**src/rtl/x_memarb_if.sv**
```systemverilog
// Requester-side and main-port signal bundle for the x_memarb round-robin memory arbiter.
// The slave modport is the arbiter's view; master is the environment (requesters plus crossbar).
interface x_memarb_if #(
    parameter int NREQ = 4
);
    logic [NREQ-1:0]      i_req_valid;
    logic [NREQ-1:0]      o_req_accept;
    logic [NREQ-1:0]      i_req_rd_n_wr;
    logic [19*NREQ-1:0]   i_req_addr;
    logic [8*NREQ-1:0]    i_req_wdata;
    logic [NREQ-1:0]      o_req_ready;
    logic [7:0]           o_req_rdata;
    logic                 o_req_err;
    logic                 o_main_valid;
    logic                 i_main_accept;
    logic                 o_main_rd_n_wr;
    logic [18:0]          o_main_addr;
    logic [7:0]           o_main_wdata;
    logic                 i_main_ready;
    logic [7:0]           i_main_rdata;

    modport slave (
        input  i_req_valid, i_req_rd_n_wr, i_req_addr, i_req_wdata,
        input  i_main_accept, i_main_ready, i_main_rdata,
        output o_req_accept, o_req_ready, o_req_rdata, o_req_err,
        output o_main_valid, o_main_rd_n_wr, o_main_addr, o_main_wdata
    );

    modport master (
        output i_req_valid, i_req_rd_n_wr, i_req_addr, i_req_wdata,
        output i_main_accept, i_main_ready, i_main_rdata,
        input  o_req_accept, o_req_ready, o_req_rdata, o_req_err,
        input  o_main_valid, o_main_rd_n_wr, o_main_addr, o_main_wdata
    );
endinterface

```
**src/rtl/x_memarb.sv**
```systemverilog
// Round-robin arbiter sharing one 19-bit main memory port between NREQ requesters,
// one outstanding transaction at a time, with a response watchdog.
module x_memarb #(
    parameter int NREQ    = 4,
    parameter int TIMEOUT = 1023
) (
    input  logic          i_clk,
    input  logic          i_rst_n,
    x_memarb_if.slave     bus,
    output logic          o_busy,
    output logic [2:0]    o_grant
);
    localparam int WDW = (TIMEOUT < 1) ? 1 : $clog2(TIMEOUT + 1);
    localparam logic [WDW-1:0] WD_LIMIT = WDW'(TIMEOUT);
    localparam logic [2:0]     LAST_REQ = 3'(NREQ - 1);

    typedef enum logic [1:0] {
        ST_IDLE = 2'd0,
        ST_REQ  = 2'd1,
        ST_WAIT = 2'd2
    } state_t;

    state_t           state_r;
    state_t           state_nx_s;
    logic [2:0]       rr_ptr_r;
    logic [2:0]       grant_r;
    logic [WDW-1:0]   wd_r;
    logic             main_valid_r;
    logic             main_rd_n_wr_r;
    logic [18:0]      main_addr_r;
    logic [7:0]       main_wdata_r;

    logic             any_req_s;
    logic [2:0]       pick_s;
    logic [NREQ-1:0]  grant_oh_s;
    logic             wd_expired_s;
    logic             complete_s;
    logic             timeout_s;

    // Lowest set bit at or above ptr; falls back to the lowest set bit overall (wrap).
    function automatic logic [2:0] rr_pick(input logic [NREQ-1:0] vld, input logic [2:0] ptr);
        logic [NREQ-1:0] lo_mask;
        logic [NREQ-1:0] hi;
        logic [NREQ-1:0] src;
        logic [NREQ-1:0] tmp;
        logic [2:0]      sel;
        lo_mask = (NREQ'(1) << ptr) - NREQ'(1);
        hi      = vld & ~lo_mask;
        src     = (hi != '0) ? hi : vld;
        sel     = 3'd0;
        for (int i = NREQ - 1; i >= 0; i--) begin
            tmp = src >> i;
            if (tmp[0]) begin
                sel = 3'(i);
            end
        end
        return sel;
    endfunction

    assign any_req_s    = (bus.i_req_valid != '0);
    assign pick_s       = rr_pick(bus.i_req_valid, rr_ptr_r);
    assign grant_oh_s   = NREQ'(1) << grant_r;
    assign wd_expired_s = (wd_r == WD_LIMIT);

    // Completion detection: ready taken with accept in REQ, or ready/watchdog expiry in WAIT.
    always_comb begin
        complete_s = 1'b0;
        timeout_s  = 1'b0;
        case (state_r)
            ST_REQ: begin
                complete_s = bus.i_main_accept & bus.i_main_ready;
            end
            ST_WAIT: begin
                complete_s = bus.i_main_ready | wd_expired_s;
                timeout_s  = ~bus.i_main_ready & wd_expired_s;
            end
            default: begin
                complete_s = 1'b0;
                timeout_s  = 1'b0;
            end
        endcase
    end

    // Next-state logic.
    always_comb begin
        state_nx_s = state_r;
        case (state_r)
            ST_IDLE: begin
                if (any_req_s) state_nx_s = ST_REQ;
                else           state_nx_s = ST_IDLE;
            end
            ST_REQ: begin
                if (bus.i_main_accept) state_nx_s = complete_s ? ST_IDLE : ST_WAIT;
                else                   state_nx_s = ST_REQ;
            end
            ST_WAIT: begin
                if (complete_s) state_nx_s = ST_IDLE;
                else            state_nx_s = ST_WAIT;
            end
            default: state_nx_s = ST_IDLE;
        endcase
    end

    // Requester-facing responses; read data is forced to zero unless a real completion is shown.
    always_comb begin
        bus.o_req_accept = '0;
        bus.o_req_ready  = '0;
        bus.o_req_rdata  = 8'h00;
        bus.o_req_err    = 1'b0;
        if ((state_r == ST_REQ) && bus.i_main_accept) begin
            bus.o_req_accept = grant_oh_s;
        end else begin
            bus.o_req_accept = '0;
        end
        if (complete_s) begin
            bus.o_req_ready = grant_oh_s;
            bus.o_req_err   = timeout_s;
            bus.o_req_rdata = timeout_s ? 8'h00 : bus.i_main_rdata;
        end else begin
            bus.o_req_ready = '0;
        end
    end

    // State register.
    always_ff @(posedge i_clk or negedge i_rst_n) begin
        if (!i_rst_n) state_r <= ST_IDLE;
        else          state_r <= state_nx_s;
    end

    // Grant, round-robin pointer, watchdog and registered main-port fields.
    always_ff @(posedge i_clk or negedge i_rst_n) begin
        if (!i_rst_n) begin
            rr_ptr_r       <= 3'd0;
            grant_r        <= 3'd0;
            wd_r           <= '0;
            main_valid_r   <= 1'b0;
            main_rd_n_wr_r <= 1'b1;
            main_addr_r    <= 19'd0;
            main_wdata_r   <= 8'd0;
        end else begin
            case (state_r)
                ST_IDLE: begin
                    if (any_req_s) begin
                        grant_r        <= pick_s;
                        main_valid_r   <= 1'b1;
                        main_rd_n_wr_r <= 1'((bus.i_req_rd_n_wr >> pick_s));
                        main_addr_r    <= 19'((bus.i_req_addr >> (32'd19 * {29'd0, pick_s})));
                        main_wdata_r   <= 8'((bus.i_req_wdata >> (32'd8 * {29'd0, pick_s})));
                    end
                end
                ST_REQ: begin
                    if (bus.i_main_accept) begin
                        main_valid_r <= 1'b0;
                        wd_r         <= '0;
                    end
                end
                ST_WAIT: begin
                    if (!wd_expired_s) wd_r <= wd_r + WDW'(1);
                end
                default: begin
                    main_valid_r <= 1'b0;
                end
            endcase
            if (complete_s) begin
                rr_ptr_r <= (grant_r == LAST_REQ) ? 3'd0 : grant_r + 3'd1;
            end
        end
    end

    assign bus.o_main_valid   = main_valid_r;
    assign bus.o_main_rd_n_wr = main_rd_n_wr_r;
    assign bus.o_main_addr    = main_addr_r;
    assign bus.o_main_wdata   = main_wdata_r;
    assign o_busy             = (state_r != ST_IDLE);
    assign o_grant            = grant_r;
endmodule

```
**src/flat_wrapper.sv**
```systemverilog
// flat-port wrapper written by rule: the top's interface ports become plain ports
module x_memarb_flat 
#(
    parameter int NREQ    = 4,
    parameter int TIMEOUT = 1023
)
  (i_clk, i_rst_n, o_busy, o_grant, bus_i_req_valid, bus_i_req_rd_n_wr, bus_i_req_addr, bus_i_req_wdata, bus_i_main_accept, bus_i_main_ready, bus_i_main_rdata, bus_o_req_accept, bus_o_req_ready, bus_o_req_rdata, bus_o_req_err, bus_o_main_valid, bus_o_main_rd_n_wr, bus_o_main_addr, bus_o_main_wdata);
  x_memarb_if #(.NREQ(NREQ)) bus_i ();
  input  logic i_clk;
  input  logic i_rst_n;
  output logic o_busy;
  output logic [2:0] o_grant;
  input wire logic [$bits(bus_i.i_req_valid)-1:0] bus_i_req_valid;
  input wire logic [$bits(bus_i.i_req_rd_n_wr)-1:0] bus_i_req_rd_n_wr;
  input wire logic [$bits(bus_i.i_req_addr)-1:0] bus_i_req_addr;
  input wire logic [$bits(bus_i.i_req_wdata)-1:0] bus_i_req_wdata;
  input wire logic [$bits(bus_i.i_main_accept)-1:0] bus_i_main_accept;
  input wire logic [$bits(bus_i.i_main_ready)-1:0] bus_i_main_ready;
  input wire logic [$bits(bus_i.i_main_rdata)-1:0] bus_i_main_rdata;
  output wire logic [$bits(bus_i.o_req_accept)-1:0] bus_o_req_accept;
  output wire logic [$bits(bus_i.o_req_ready)-1:0] bus_o_req_ready;
  output wire logic [$bits(bus_i.o_req_rdata)-1:0] bus_o_req_rdata;
  output wire logic [$bits(bus_i.o_req_err)-1:0] bus_o_req_err;
  output wire logic [$bits(bus_i.o_main_valid)-1:0] bus_o_main_valid;
  output wire logic [$bits(bus_i.o_main_rd_n_wr)-1:0] bus_o_main_rd_n_wr;
  output wire logic [$bits(bus_i.o_main_addr)-1:0] bus_o_main_addr;
  output wire logic [$bits(bus_i.o_main_wdata)-1:0] bus_o_main_wdata;
  assign bus_i.i_req_valid = bus_i_req_valid;
  assign bus_i.i_req_rd_n_wr = bus_i_req_rd_n_wr;
  assign bus_i.i_req_addr = bus_i_req_addr;
  assign bus_i.i_req_wdata = bus_i_req_wdata;
  assign bus_i.i_main_accept = bus_i_main_accept;
  assign bus_i.i_main_ready = bus_i_main_ready;
  assign bus_i.i_main_rdata = bus_i_main_rdata;
  assign bus_o_req_accept = bus_i.o_req_accept;
  assign bus_o_req_ready = bus_i.o_req_ready;
  assign bus_o_req_rdata = bus_i.o_req_rdata;
  assign bus_o_req_err = bus_i.o_req_err;
  assign bus_o_main_valid = bus_i.o_main_valid;
  assign bus_o_main_rd_n_wr = bus_i.o_main_rd_n_wr;
  assign bus_o_main_addr = bus_i.o_main_addr;
  assign bus_o_main_wdata = bus_i.o_main_wdata;
  x_memarb #(.NREQ(NREQ), .TIMEOUT(TIMEOUT)) u_core (.i_clk(i_clk), .i_rst_n(i_rst_n), .bus(bus_i), .o_busy(o_busy), .o_grant(o_grant));
endmodule
```
**config.mk**
```make
export PLATFORM = sky130hd
export DESIGN_NAME = x_memarb_flat
export DESIGN_NICKNAME = d
export VERILOG_FILES = /design/src/rtl/x_memarb_if.sv /design/src/rtl/x_memarb.sv /design/src/flat_wrapper.sv
export SDC_FILE = /design/constraint.sdc
export NUM_CORES = 1
export LEC_CHECK = 0
export ABC_CLOCK_PERIOD_IN_PS = 4600
export BUFFER_PORTS_ARGS = -buffer_cell sky130_fd_sc_hd__buf_4
export CORE_ASPECT_RATIO = 0.75
export CORE_MARGIN = 1.5
export CORE_UTILIZATION = 42
export CTS_CLUSTER_SIZE = 10
export DETAILED_ROUTE_END_ITERATION = 10
export PLACE_DENSITY = 0.77
export SYNTH_ARGS = -nofsm -noshare
export SYNTH_HDL_FRONTEND = slang
export SYNTH_SLANG_ARGS = --single-unit
export TNS_END_PERCENT = 30
```
**constraint.sdc**
```tcl
create_clock -name i_clk -period 4.6 [get_ports i_clk]
set_clock_uncertainty 0.15 [all_clocks]
set_input_delay 0.46 -clock i_clk [delete_from_list [all_inputs] [get_ports i_clk]]
set_output_delay 0.46 -clock i_clk [all_outputs]
set_load 0.02 [all_outputs]
```
* Yosys cells after proc, flatten, opt, wreduce, memory -nomap -nowiden
Index checks and enable logic that the tools add are counted.
** Word-level totals
- Word-level logic and storage cells :: 63
- Output and inout bits :: 50
- Bits in registers :: 47
- Input bits :: 128
** Operators by class
- Equality and inequality tests :: 7
- Bitwise gates (word level) :: 7
- Reduce and logical (&&, ||, !) cells :: 9
- Multiplexer cells :: 23
- Multipliers :: 1
- $add $sub $neg :: 3
- Shift-type cells :: 5
** Operator list (count)
- 76-bit by 8-bit >> shifter with 19-bit output :: 1
- 32-bit by 6-bit >> shifter with 8-bit output :: 1
- 10-bit two-way mux :: 2
- 10-bit one-hot mux with 2 select lines :: 1
- 8-bit two-way mux :: 2
- 3-bit two-way mux :: 4
- 4-bit two-way mux :: 3
- 10-bit by 1-bit adder with 10-bit output, second input constant :: 1
- 10-bit == test, second input constant :: 1
- 5-bit by 3-bit multiplier with 8-bit output, first input constant :: 1
- 4-bit nonzero test :: 2
- 1-bit by 3-bit << shifter with 4-bit output, first input constant :: 2
- 2-bit two-way mux :: 3
- 2-bit one-hot mux with 3 select lines :: 1
- 3-bit AND reduction :: 2
- 1-bit two-way mux :: 5
- 4-bit bitwise AND :: 1
- 2-bit != test, second input constant :: 2
- 4-bit NOT :: 1
- 2-bit nonzero test :: 2
- 4-bit by 3-bit >> shifter with 1-bit output :: 1
- 4-bit by 2-bit subtractor with 4-bit output, second input constant :: 1
- 3-bit by 1-bit adder with 3-bit output, second input constant :: 1
- 3-bit by 2-bit == test with 1-bit output, second input constant :: 1
- other kinds (11) :: 13

* Longest topological paths before layout
Gate-level depths: netlist (run 1).
- Depth in word-level cells :: 12
- Gate-level depth with buffers :: 11

* Worst setup path before layout (run 1)
No wires, ideal clock.
- Path kind :: register to register
- Start :: register u_core.rr_ptr_r[0]
- End :: register u_core.main_addr_r[1] (netlist: u_core.bus.o_main_addr[1])
- Setup time :: 0.132 ns
- Arrival time :: 2.004 ns
- Period minus slack after synthesis :: 2.287 ns
- Buffers on the path :: 1
- Slack :: 2.313 ns
- Stages on the path, launching flop included :: 11
- Path through :: dfrtp_1 inv_1 ha_1 inv_1 ha_1 nand2_2 a221o_1 buf_6 mux2_4 a22oi_1 o21ai_1
** Between the ends
- Cells in the longest elaborated chain, start to end :: 12
** Ends and longest elaborated chain
- from (decl) :: line x_memarb.sv:25 : logic [2:0] rr_ptr_r;
- from (signal assigned) :: line x_memarb.sv:165 : rr_ptr_r <= (grant_r == LAST_REQ) ? 3'd0 : grant_r + 3'd1;
- 1-bit by 3-bit << shifter with 4-bit output (*) :: line x_memarb.sv:47 : lo_mask = (NREQ'(1) << ptr) - NREQ'(1);
- 4-bit by 2-bit subtractor with 4-bit output (*) :: line x_memarb.sv:47
- 4-bit NOT (*) :: line x_memarb.sv:48 : hi = vld & ~lo_mask;
- 4-bit bitwise AND (*) :: line x_memarb.sv:48
- 4-bit nonzero test :: line x_memarb.sv:49 : src = (hi != '0) ? hi : vld;
- 4-bit two-way mux (*) :: line x_memarb.sv:49
- 2-bit two-way mux :: line x_memarb.sv:53 : if (tmp[0]) begin
- 3-bit two-way mux (2 in a row) :: line x_memarb.sv:53
- 3-bit two-way mux (*) :: line x_memarb.sv:53
- 5-bit by 3-bit multiplier with 8-bit output (*) :: line x_memarb.sv:147 : main_addr_r <= 19'((bus.i_req_addr >> (32'd19 * {29'd0, pick_s})));
- 76-bit by 8-bit >> shifter with 19-bit output (*) :: line x_memarb.sv:147
- to (signal assigned) :: line x_memarb.sv:147
- to (decl) :: line x_memarb.sv:30 : logic [18:0] main_addr_r;
Every way passes the cells marked *; elsewhere a longest branch is shown, timed or not.
A chain may end at the register's enable or synchronous reset.

* Final worst setup path (run 1)
- Start :: register u_core.state_r[0]
- End :: output port bus_o_req_ready[0]
** Between the ends
- Cells in the longest elaborated chain, start to end :: 3
- Elaborated cells between the ends (all ways) :: 4
- Those cells by class :: eq/ne (2); mux (2)
** Ends and longest elaborated chain
- from (decl) :: line x_memarb.sv:23 : state_t state_r;
- from (signal assigned) :: line x_memarb.sv:127 : else state_r <= state_nx_s;
- 2-bit == test or 2-bit by 1-bit == test with 1-bit output (tied branches) :: line x_memarb.sv:69 : case (state_r)
- 1-bit one-hot mux with 2 select lines (*) :: line x_memarb.sv:69
- 4-bit two-way mux (*) :: line x_memarb.sv:115 : if (complete_s) begin
- to (decl) :: line flat_wrapper.sv:21 : output wire logic [$bits(bus_i.o_req_ready)-1:0] bus_o_req_ready;
Marked as above.

==> results of run 1 <==
==> worst paths after layout <==
kind,to,from,depth (start not counted)
max,bus_o_req_ready[0],u_core.state_r[0],7
min,u_core.bus.o_main_wdata[2],i_rst_n,1
max reg2reg,u_core.bus.o_main_addr[2],u_core.rr_ptr_r[0],9
min reg2reg,u_core.bus.o_main_addr[1],u_core.bus.o_main_addr[1],2
max in group asynchronous,u_core.state_r[0],i_rst_n,1
min in group i_clk,u_core.bus.o_main_addr[6],bus_i_req_addr[44],3
==> power by group through the flow <==
stage               clock (W)  combinational (W)  sequential (W)
finish               0.000248            0.00164        0.000681
global placement            0            0.00160        0.000679
global route         0.000272            0.00177        0.000699
detailed placement          0            0.00165        0.000680
CTS                  0.000256            0.00164        0.000680
floorplan                   0           0.000953        0.000828
==> final cells by class <==
type	count	share of cell area (%)
Timing Repair Buffer	180	29.3
Inverter	10	0.813
Clock inverter	2	0.325
Tap cell	101	2.74
Clock buffer	6	1.57
Sequential cell	45	24.4
Multi-Input combinational cell	260	40.9
==> per-layer routing <==
layer,share of wire [%],track usage [%],vias up
li1,-,-,1541
met1,42,29.5,1510
met5,0,0,-
met4,1.5,8.19,0
met2,51,43.7,123
met3,5.9,4.32,11
==> cell families after synthesis <==
family	Yosys count	share of synthesized area [%]
AND/OR/NAND/NOR	142	22.4
flip-flops	45	35.4
AO/OA/AOI/OAI	63	16.6
other	1	0.118
multiplexers	41	15.0
buffers and inverters	31	5.35
adder cells (fa/ha/maj)	13	5.11
==> per-stage QoR <==
stage               total power, W  instance area (µm²)
floorplan                  0.00178                 3180
global placement           0.00228                 4530
detailed placement         0.00233                 4530
CTS                        0.00258                 4620
global route               0.00274                 4620
finish                     0.00257                 4620
==> layout by cell type (no fill, tap or decap), types with 2 or more instances in the layout <==
| cell | count |
|---|---|
| inv_1 | 10 |
| a21oi_1 | 3 |
| a22o_1 | 3 |
| mux2_4 | 7 |
| nand4_1 | 2 |
| mux2i_1 | 9 |
| a221o_1 | 4 |
| o21ai_0 | 9 |
| nand3_1 | 25 |
| ha_1 | 13 |
| nor2b_1 | 6 |
| o221a_2 | 20 |
| a22oi_1 | 7 |
| o21ai_1 | 7 |
| mux2_2 | 25 |
| clkinvlp_4 | 2 |
| nor2_1 | 13 |
| and3_1 | 5 |
| nand2_1 | 61 |
| and4_1 | 2 |
| a21oi_2 | 2 |
| buf_4 | 180 |
| nand2b_1 | 5 |
| clkbuf_8 | 5 |
| and2_1 | 10 |
| dfrtp_1 | 44 |
==> worst max-delay path, cell delays in order (launching register included) <==
cell and delay (ns):
dfrtp_1 0.41, inv_1 0.10, ha_1 0.62, a21oi_1 0.16
nor2_1 0.40, a21oi_2 0.18, nor2b_1 0.15, buf_4 0.15
==> state kept, by name, indices dropped and copies added, names as in the netlist <==
signal                     count
u_core.bus.o_main_valid        1
u_core.bus.o_main_addr        19
u_core.rr_ptr_r                2
u_core.state_r                 2
u_core.wd_r                   10
u_core.bus.o_main_rd_n_wr      1
u_core.o_grant                 2
u_core.bus.o_main_wdata        8
==> run summary, run 1 <==
Final count of hold timing violations: 2
Tcrit/Tclk final: 66.8%
Sw Share: 44.4%
Pleak: 2.27 nW
ANT cells: 0
Post-synth net total: 477
Synth top area share: 34.6%
Gr ovfl total: 0
Max-cap viol count: 0
PostCTS Resize Cnt: 0
Unrepaired setup endpoints after global routing: false
Vias/cell: 5.27
Status: finished, violations left
Core area: 7330 µm²
Top_reg_cell synth: dfrtp_1
Via count: 3,185
Dpl cells: 596
Initial Utilization: 43.4%
VDD IR max: 0.000264 V
Layout cells sized above 1: 49.9%
Vias in the first global route: 3,239
Reg area: 1130 µm²
CTS buffer count: 5
Drt total wl: 9.87 mm
Clk_lat worst skew: 0.30 ns
CTS sink count: 45
CTS tree: built
Area of the die: 8120 µm²
Multi-input logic area: 1890 µm²
Initial DRC Count: 186
Routed Antenna Nets: 0
Post-synth EDFFs: 0
First-pass detailed-route iteration total: 4
Dpl ws: 1.61 ns
Clk network pwr share: 9.7%
Sequential share of the synthesized area: 35.4%
Synth Cell Area: 3180 µm²
Wire per inst: 16.3 µm
Largest net degree at the start of global routing: 46
Worst slew pin tran: 1.00 ns
Most common cell in the netlist: nand2_1
Setup-failing EPs final: 0
Worst EP required: 3.99 ns
Final nets: 643
Buffer levels on the longest clock path: 2
Final Wtd Congestion: 0.843
Worst EP arrival: 2.46 ns
Initial antenna violation count: 0
Hpwl dp: 7.55 mm
First-pass GRT wire length: 15.7 mm
Hold_buf cts: 0
Slew Limit Fails: 0
Synth-to-Final Area Change: 45.1%
Die W: 104 µm
Yosys top cell by area: dfrtp_1
DR DRC count: 0
Finished Core Util: 63.0%
Seq pwr share: 26.5%
HP Class: input pin to async pin
Post-route setup slack: 1.53 ns
Fmax: 0.325 GHz
CP Capture Type: output port
#FFs+latches synth: 45
Post-Layout Cell Count: 604
Worst setup path class: flip-flop to output port
Top post-synthesis cells by area: dfrtp_1, mux2_2, nand2_1, o221a_2, ha_1
IO Count: 178
Internal: 0.00143 W
Setup_tns: 0 ns
Total track usage: 24.2%
Startpoint Class: flip-flop
Rows: 27
Unique masters post-synth: 50
Worst hold slack: -0.00307 ns
Failing checks: hold timing
Combinational Power Share: 63.8%
Top cells by count, synth: nand2_1, dfrtp_1, mux2_2, nand3_1, o221a_2
Root buffer cell: clkbuf_8
Critical path fanouts, max: 18
# H-tree levels: 2
R2R Setup Slk: 1.60 ns
Clock-pin slew on the worst setup and hold paths: 0.09 ns
Die H: 78.4 µm
Async S/R FF share, synth: 100%
I/O Buffers: 176
Synth Warn #: 0
Minimum clock period: 3.07 ns
Setup bufs post-CTS: 0
FILL cells: 626
Avg Synthesized Cell Area: 9.47 µm²
Gate Count Post-Synth: 336
Slew HR: 33.2%
Power per cell area: 556 nW/µm²
P_sw: 0.00114 W
Power figures use the tool's default switching activity.
==> run 2, diff against run 1 <==
--- a/config.mk
+++ b/config.mk
@@ -5,7 +5,7 @@
 export SDC_FILE = /design/constraint.sdc
 export NUM_CORES = 1
 export LEC_CHECK = 0
-export ABC_CLOCK_PERIOD_IN_PS = 4600
+export ABC_CLOCK_PERIOD_IN_PS = 3100
 export BUFFER_PORTS_ARGS = -buffer_cell sky130_fd_sc_hd__buf_4
 export CORE_ASPECT_RATIO = 0.75
 export CORE_MARGIN = 1.5
==> constraint.sdc (replaced) <==
create_clock -name i_clk -period 3.1 [get_ports i_clk]
set_clock_uncertainty 0.15 [all_clocks]
set_input_delay 0.31 -clock i_clk [delete_from_list [all_inputs] [get_ports i_clk]]
set_output_delay 0.31 -clock i_clk [all_outputs]
set_load 0.02 [all_outputs]
==> run 2 against run 1 <==
  * The flow now finishes without violations
  * Global-route usage up 0.17 points
  * Sequential share of layout area down 0.28 points
  * Die area unchanged
  * Combinational power rose by 51%
  * Critical path type unchanged
  * Largest cell class unchanged
==> run summary, run 2 (synthesized netlist as in run 1, its figures left out) <==
PostCTS Resize Cnt: 0 (unchanged)
Max-cap viol count: 0 (unchanged)
# H-tree levels: 2 (unchanged)
Final nets: 645 (+0.31%)
Finished Core Util: 63.7% (+0.73 points)
Clk_lat worst skew: 0.30 ns (about the same)
First-pass detailed-route iteration total: 4 (unchanged)
Synth-to-Final Area Change: 46.8%
Worst EP required: 2.64 ns (-1.35 ns)
First-pass GRT wire length: 15.9 mm (+0.88%)
Initial antenna violation count: 0 (unchanged)
Initial Utilization: 43.4% (unchanged)
Setup_tns: 0 ns (unchanged)
P_sw: 0.00171 W (+50%)
Max reg flops: 19 (unchanged)
Sw Share: 44.0% (-0.42 points)
Via count: 3,254 (+2.2%)
CTS buffer count: 5 (unchanged)
Unrepaired setup endpoints after global routing: false
Initial DRC Count: 154 (-17%)
Vias in the first global route: 3,293 (+1.7%)
R2R Setup Slk: 0.48 ns (-1.12 ns)
IO Count: 178 (unchanged)
Fmax: 0.379 GHz
Worst setup path class: flip-flop to output port
CP Capture Type: output port
Dpl cells: 597 (+0.17%)
Post-route setup slack: 0.460 ns (-1.07 ns)
Seq pwr share: 26.0% (-0.5 points)
Slew HR: 58.5% (+25 points)
Clk network pwr share: 10.3% (+0.6 points)
Combinational Power Share: 63.8% (about the same)
VDD IR max: 0.000381 V (+44%)
Status: finished clean
Clock-pin slew on the worst setup and hold paths: 0.09 ns (about the same)
Largest net degree at the start of global routing: 46 (unchanged)
Area of the die: 8120 µm² (unchanged)
Vias/cell: 5.37 (+1.8%)
CTS sink count: 45 (unchanged)
Total track usage: 24.4% (+0.17 points)
HP Class: input pin to flip-flop
Commonest non-fill, non-tap cell in the layout: buf_4
Wire per inst: 16.6 µm (+1.5%)
Worst EP arrival: 2.18 ns (-0.28 ns)
ANT cells: 0 (unchanged)
CTS tree: built
Post-Layout Cell Count: 606 (+0.33%)
Root buffer cell: clkbuf_8
Dpl ws: 0.495 ns (-1.12 ns)
I/O Buffers: 176 (unchanged)
Die W: 104 µm (unchanged)
Buffer levels on the longest clock path: 2 (unchanged)
Minimum clock period: 2.64 ns
Die H: 78.4 µm (unchanged)
Tcrit/Tclk final: 85.2%
Layout cells sized above 1: 50.1% (+0.20 points)
Rows: 27 (unchanged)
Startpoint Class: flip-flop
Routed Antenna Nets: 0 (unchanged)
Critical path fanouts, max: 11 (-7)
Internal: 0.00218 W (+53%)
Core area: 7330 µm² (unchanged)
Setup-failing EPs final: 0 (unchanged)
Slew Limit Fails: 0 (unchanged)
Most frequent cells in the layout: buf_4, nand2_1, dfrtp_1
Hpwl dp: 7.71 mm (+2.0%)
Drt total wl: 10.1 mm (+1.9%)
DR DRC count: 0 (unchanged)
Gr ovfl total: 0 (unchanged)
Final Wtd Congestion: 0.844 (about the same)
Power per cell area: 832 nW/µm² (+50%)
Worst slew pin tran: 0.622 ns (-0.381 ns)
Pleak: 2.30 nW (+1.3%)
Final count of hold timing violations: 0 (-2)
==> run 2: cell count changes in the layout (fill, tap and decap cells not counted) <==
cell / change
dlygate4sd3_1: +1
buf_12: +2
clkbuf_8: +1
buf_4: -1
clkinvlp_4: -1
clkbuf_1: -1
inv_6: +1
==> run 2: layout make-up <==
class                           instances  area (µm²)
Fill cell                             616        2660
Multi-Input combinational cell        260        1890
Timing Repair Buffer                  182        1390
Sequential cell                        45        1130
Tap cell                              101         126
Clock buffer                            6        82.6
Inverter                               10        37.5
Clock inverter                          2        16.3
==> run 2: layer usage <==
| layer | up-vias | global-route usage, % | part of all wire (%) |
|---|---|---|---|
| met5 | - | 0 | 0 |
| met4 | 0 | 7.22 | 1.9 |
| met3 | 19 | 5.40 | 6.3 |
| met2 | 124 | 44.9 | 50 |
| met1 | 1558 | 28.7 | 41 |
| li1 | 1553 | - | - |
==> run 2: power by group through the flow <==
stage | Sequential, W | Combinational, W | Clock [W]
final | 0.00101 | 0.00248 | 0.000398
after detailed placement | 0.00100 | 0.00250 | 0
after floorplan | 0.00123 | 0.00141 | 0
after global routing | 0.00104 | 0.00267 | 0.000431
after global placement | 0.00101 | 0.00243 | 0
after CTS | 0.00101 | 0.00249 | 0.000408
==> run 2: stage by stage <==
step                power [W]  hold slack, ns  area [µm²]
finish                0.00389           0.121        4670
global route          0.00414           0.129        4670
CTS                   0.00391           0.116        4670
detailed placement    0.00351           0.206        4560
global placement      0.00343           0.204        4560
floorplan             0.00264          -0.136        3180
==> run 2: worst max-delay path, cell delays in order (launching register included) <==
cell     delay (ns)
dfrtp_1        0.41
inv_1          0.09
ha_1           0.36
a21oi_1        0.15
nor2_1         0.38
a21oi_2        0.17
nor2b_1        0.16
buf_4          0.15
==> run 2: worst paths after layout <==
path / from / end / cells after the start
max in group asynchronous: i_rst_n / u_core.wd_r[5] / 2
worst min-delay path: bus_i_req_addr[41] / u_core.bus.o_main_addr[3] / 3
worst max-delay path: u_core.state_r[1] / bus_o_req_ready[2] / 7
min in group asynchronous: i_rst_n / u_core.bus.o_main_wdata[2] / 2
worst min register to register: u_core.bus.o_main_addr[6] / u_core.bus.o_main_addr[6] / 2
worst max register to register: u_core.rr_ptr_r[1] / u_core.bus.o_main_addr[2] / 10
==> run 2: what timing repair did <==
action | in CTS | in global routing
buffers inserted | 0 | 0
endpoints found under the hold margin | 44 | 0
hold buffers | 1 | 0
==> run 3, diff against run 2 <==
--- a/config.mk
+++ b/config.mk
@@ -6,13 +6,12 @@
 export NUM_CORES = 1
 export LEC_CHECK = 0
 export ABC_CLOCK_PERIOD_IN_PS = 3100
-export BUFFER_PORTS_ARGS = -buffer_cell sky130_fd_sc_hd__buf_4
 export CORE_ASPECT_RATIO = 0.75
 export CORE_MARGIN = 1.5
 export CORE_UTILIZATION = 42
 export CTS_CLUSTER_SIZE = 10
 export DETAILED_ROUTE_END_ITERATION = 10
-export PLACE_DENSITY = 0.77
+export DONT_BUFFER_PORTS = 1
 export SYNTH_ARGS = -nofsm -noshare
 export SYNTH_HDL_FRONTEND = slang
 export SYNTH_SLANG_ARGS = --single-unit
==> run 3 against run 2 <==
  * Clock-buffer cell count unchanged
  * First-iteration DRC count decreased by 26%
  * Power decreased by 12%
  * Sequential share of layout area increased by 9.1 points
  * Final area decreased by 27%
  * Sequential power increased by 27%
  * Wire length decreased by 21%
  * Critical path depth increased by 3
  * Final cell count decreased by 29%
  * Sequential cell count unchanged
  * Non-clock buffer count decreased by 173
  * Critical path type is now flip-flop to flip-flop
  * Critical endpoint is now u_core.bus.o_main_addr[1]
  * Largest power group unchanged
==> run summary, run 3 (synthesized netlist as in run 1, its figures left out) <==
CP max stage cell: dfrtp_1
Pleak: 1.47 nW (-36%)
Pwr Total: 0.00343 W (-12%)
Routed Antenna Nets: 0 (unchanged)
Slew Limit Fails: 0 (unchanged)
Worst EP required: 3.11 ns (+0.47 ns)
Most frequent cells in the layout: nand2_1, dfrtp_1, nand3_1, mux2_2, o221a_2
Clk_lat worst skew: 0.29 ns (about the same)
Post-Place Cell Area: 3250 µm² (-29%)
Max-cap viol count: 0 (unchanged)
Fmax: 0.377 GHz (-0.50%)
Vias in the first global route: 2,583 (-22%)
# H-tree levels: 2 (unchanged)
Hold_buf cts: 2 (+1)
R2R Path End: u_core.bus.o_main_addr[1]
Final Cell Area: 3400 µm² (-27%)
Die H: 78.4 µm (unchanged)
Gr ovfl total: 0 (unchanged)
Worst EP arrival: 2.66 ns (+0.48 ns)
Delay-heaviest family, CP: compound AO/OA/AOI/OAI gates
Core area: 7330 µm² (unchanged)
Wire per inst: 18.4 µm (+11%)
Largest net degree at the start of global routing: 46 (unchanged)
Max reg flops: 19 (unchanged)
CP Capture Type: flip-flop
Root buffer cell: clkbuf_8
CTS tree: built
Final Wtd Congestion: 0.815 (-3.4%)
IO Count: 178 (unchanged)
Unrepaired setup endpoints after global routing: false
VDD IR max: 0.000409 V (+7.4%)
Status: finished clean
Dpl ws: 0.478 ns (-0.0168 ns)
Via count: 2,525 (-22%)
CP bufs+invs: 3 (+1)
Worst Hold Path Cells: 2 (-1)
Layout cells sized above 1: 24.1% (-26 points)
Hpwl dp: 5.94 mm (-23%)
First-pass detailed-route iteration total: 4 (unchanged)
Commonest non-fill, non-tap cell in the layout: nand2_1
Vias/cell: 5.83 (+8.6%)
Drt total wl: 7.98 mm (-21%)
CTS buffer count: 5 (unchanged)
Minimum clock period: 2.65 ns (+0.0134 ns)
Synth-to-Final Area Change: 6.72%
Worst hold slack: 0.0443 ns (-0.0769 ns)
Slew HR: 59.3% (+0.86 points)
Tcrit/Tclk final: 85.6% (+0.43 points)
Initial DRC Count: 114 (-26%)
Clock-pin slew on the worst setup and hold paths: 0.09 ns (about the same)
Initial Utilization: 43.4% (unchanged)
ANT cells: 0 (unchanged)
I/O Buffers: 0 (-100%)
Worst r2r src: u_core.rr_ptr_r[0]
Power per cell area: 1010 nW/µm² (+21%)
Post-route setup slack: 0.447 ns (-0.0134 ns)
Total track usage: 19.7% (-4.7 points)
CP Cell Sequence: inv_1 -> ha_1 -> inv_1 -> ha_1 -> o21bai_1 -> a221o_1 -> buf_4 -> mux2_4 -> a22oi_1 -> o21ai_1
Worst slew pin tran: 0.609 ns (-0.0128 ns)
HP Start: bus_i_req_addr[40]
Area of the die: 8120 µm² (unchanged)
CTS sink count: 45 (unchanged)
Buffer levels on the longest clock path: 2 (unchanged)
FILL cells: 708 (+15%)
Worst R2R Path Depth: 10 (unchanged)
Worst setup path class: flip-flop to flip-flop
Crit path largest cell delay: 0.42 ns (about the same)
First-pass GRT wire length: 12.8 mm (-19%)
Setup_tns: 0 ns (unchanged)
DR DRC count: 0 (unchanged)
Final count of hold timing violations: 0 (unchanged)
R2R Setup Slk: 0.45 ns (-0.03 ns)
Setup bufs post-CTS: 0 (unchanged)
Final nets: 472 (-27%)
Rows: 27 (unchanged)
Hold EP: u_core.bus.o_main_addr[2]
Critical path fanouts, max: 28 (+17)
Startpoint Class: flip-flop
Die W: 104 µm (unchanged)
Initial antenna violation count: 0 (unchanged)
Setup-failing EPs final: 0 (unchanged)
HP Class: input pin to flip-flop
PostCTS Resize Cnt: 0 (unchanged)
-- run 3: worst register-to-register path: stages, from the launching register on --
cell      delay (ns)
dfrtp_1         0.42
inv_1           0.07
ha_1            0.18
inv_1           0.05
ha_1            0.31
o21bai_1        0.23
a221o_1         0.19
buf_4           0.34
mux2_4          0.35
a22oi_1         0.15
o21ai_1         0.08
-- run 3: where the power goes --
| part | internal [W] | switching (W) |
|---|---|---|
| Clock | 0.000242 | 0.000198 |
| Combinational | 0.000781 | 0.000921 |
| Sequential | 0.000837 | 0.000448 |
| Total | 0.00186 | 0.00157 |
-- run 3: worst max-delay path by stage --
stage,from,endpoint,slack [ns],cells past startpoint
after detailed placement,u_core.rr_ptr_r[0],u_core.bus.o_main_addr[3],0.48,10
after floorplan,u_core.rr_ptr_r[0],u_core.bus.o_main_addr[1],0.81,10
after global routing,u_core.state_r[1],bus_o_req_ready[2],0.22,6
final,u_core.rr_ptr_r[0],u_core.bus.o_main_addr[1],0.45,10
after global placement,u_core.rr_ptr_r[0],u_core.bus.o_main_wdata[4],0.56,8
after CTS,u_core.state_r[1],bus_o_req_ready[2],0.44,6
-- run 3: area by class of cell --
| type | instances | area (µm²) | area share, % |
|---|---|---|---|
| Clock buffer | 6 | 72.6 | 2.14 |
| Clock inverter | 2 | 38.8 | 1.14 |
| Tap cell | 101 | 126 | 3.72 |
| Timing Repair Buffer | 9 | 103 | 3.02 |
| Sequential cell | 45 | 1130 | 33.2 |
| Inverter | 10 | 37.5 | 1.10 |
| Multi-Input combinational cell | 260 | 1890 | 55.7 |
-- run 3: per-layer routing --
metal / track usage [%] / vias to the layer above / wire length (µm)
met3: 4.57 / 6 / 596
met1: 24.4 / 1191 / 3440
met2: 35.0 / 126 / 3890
met5: 0 / - / 0
met4: 4.86 / 0 / 57
li1: - / 1202 / -
-- run 3: stage by stage --
stage	utilization (%)	std cells
floorplan	-	336
global placement	44.3	423
detailed placement	44.3	423
CTS	46.3	433
global route	46.3	433
finish	46.3	433
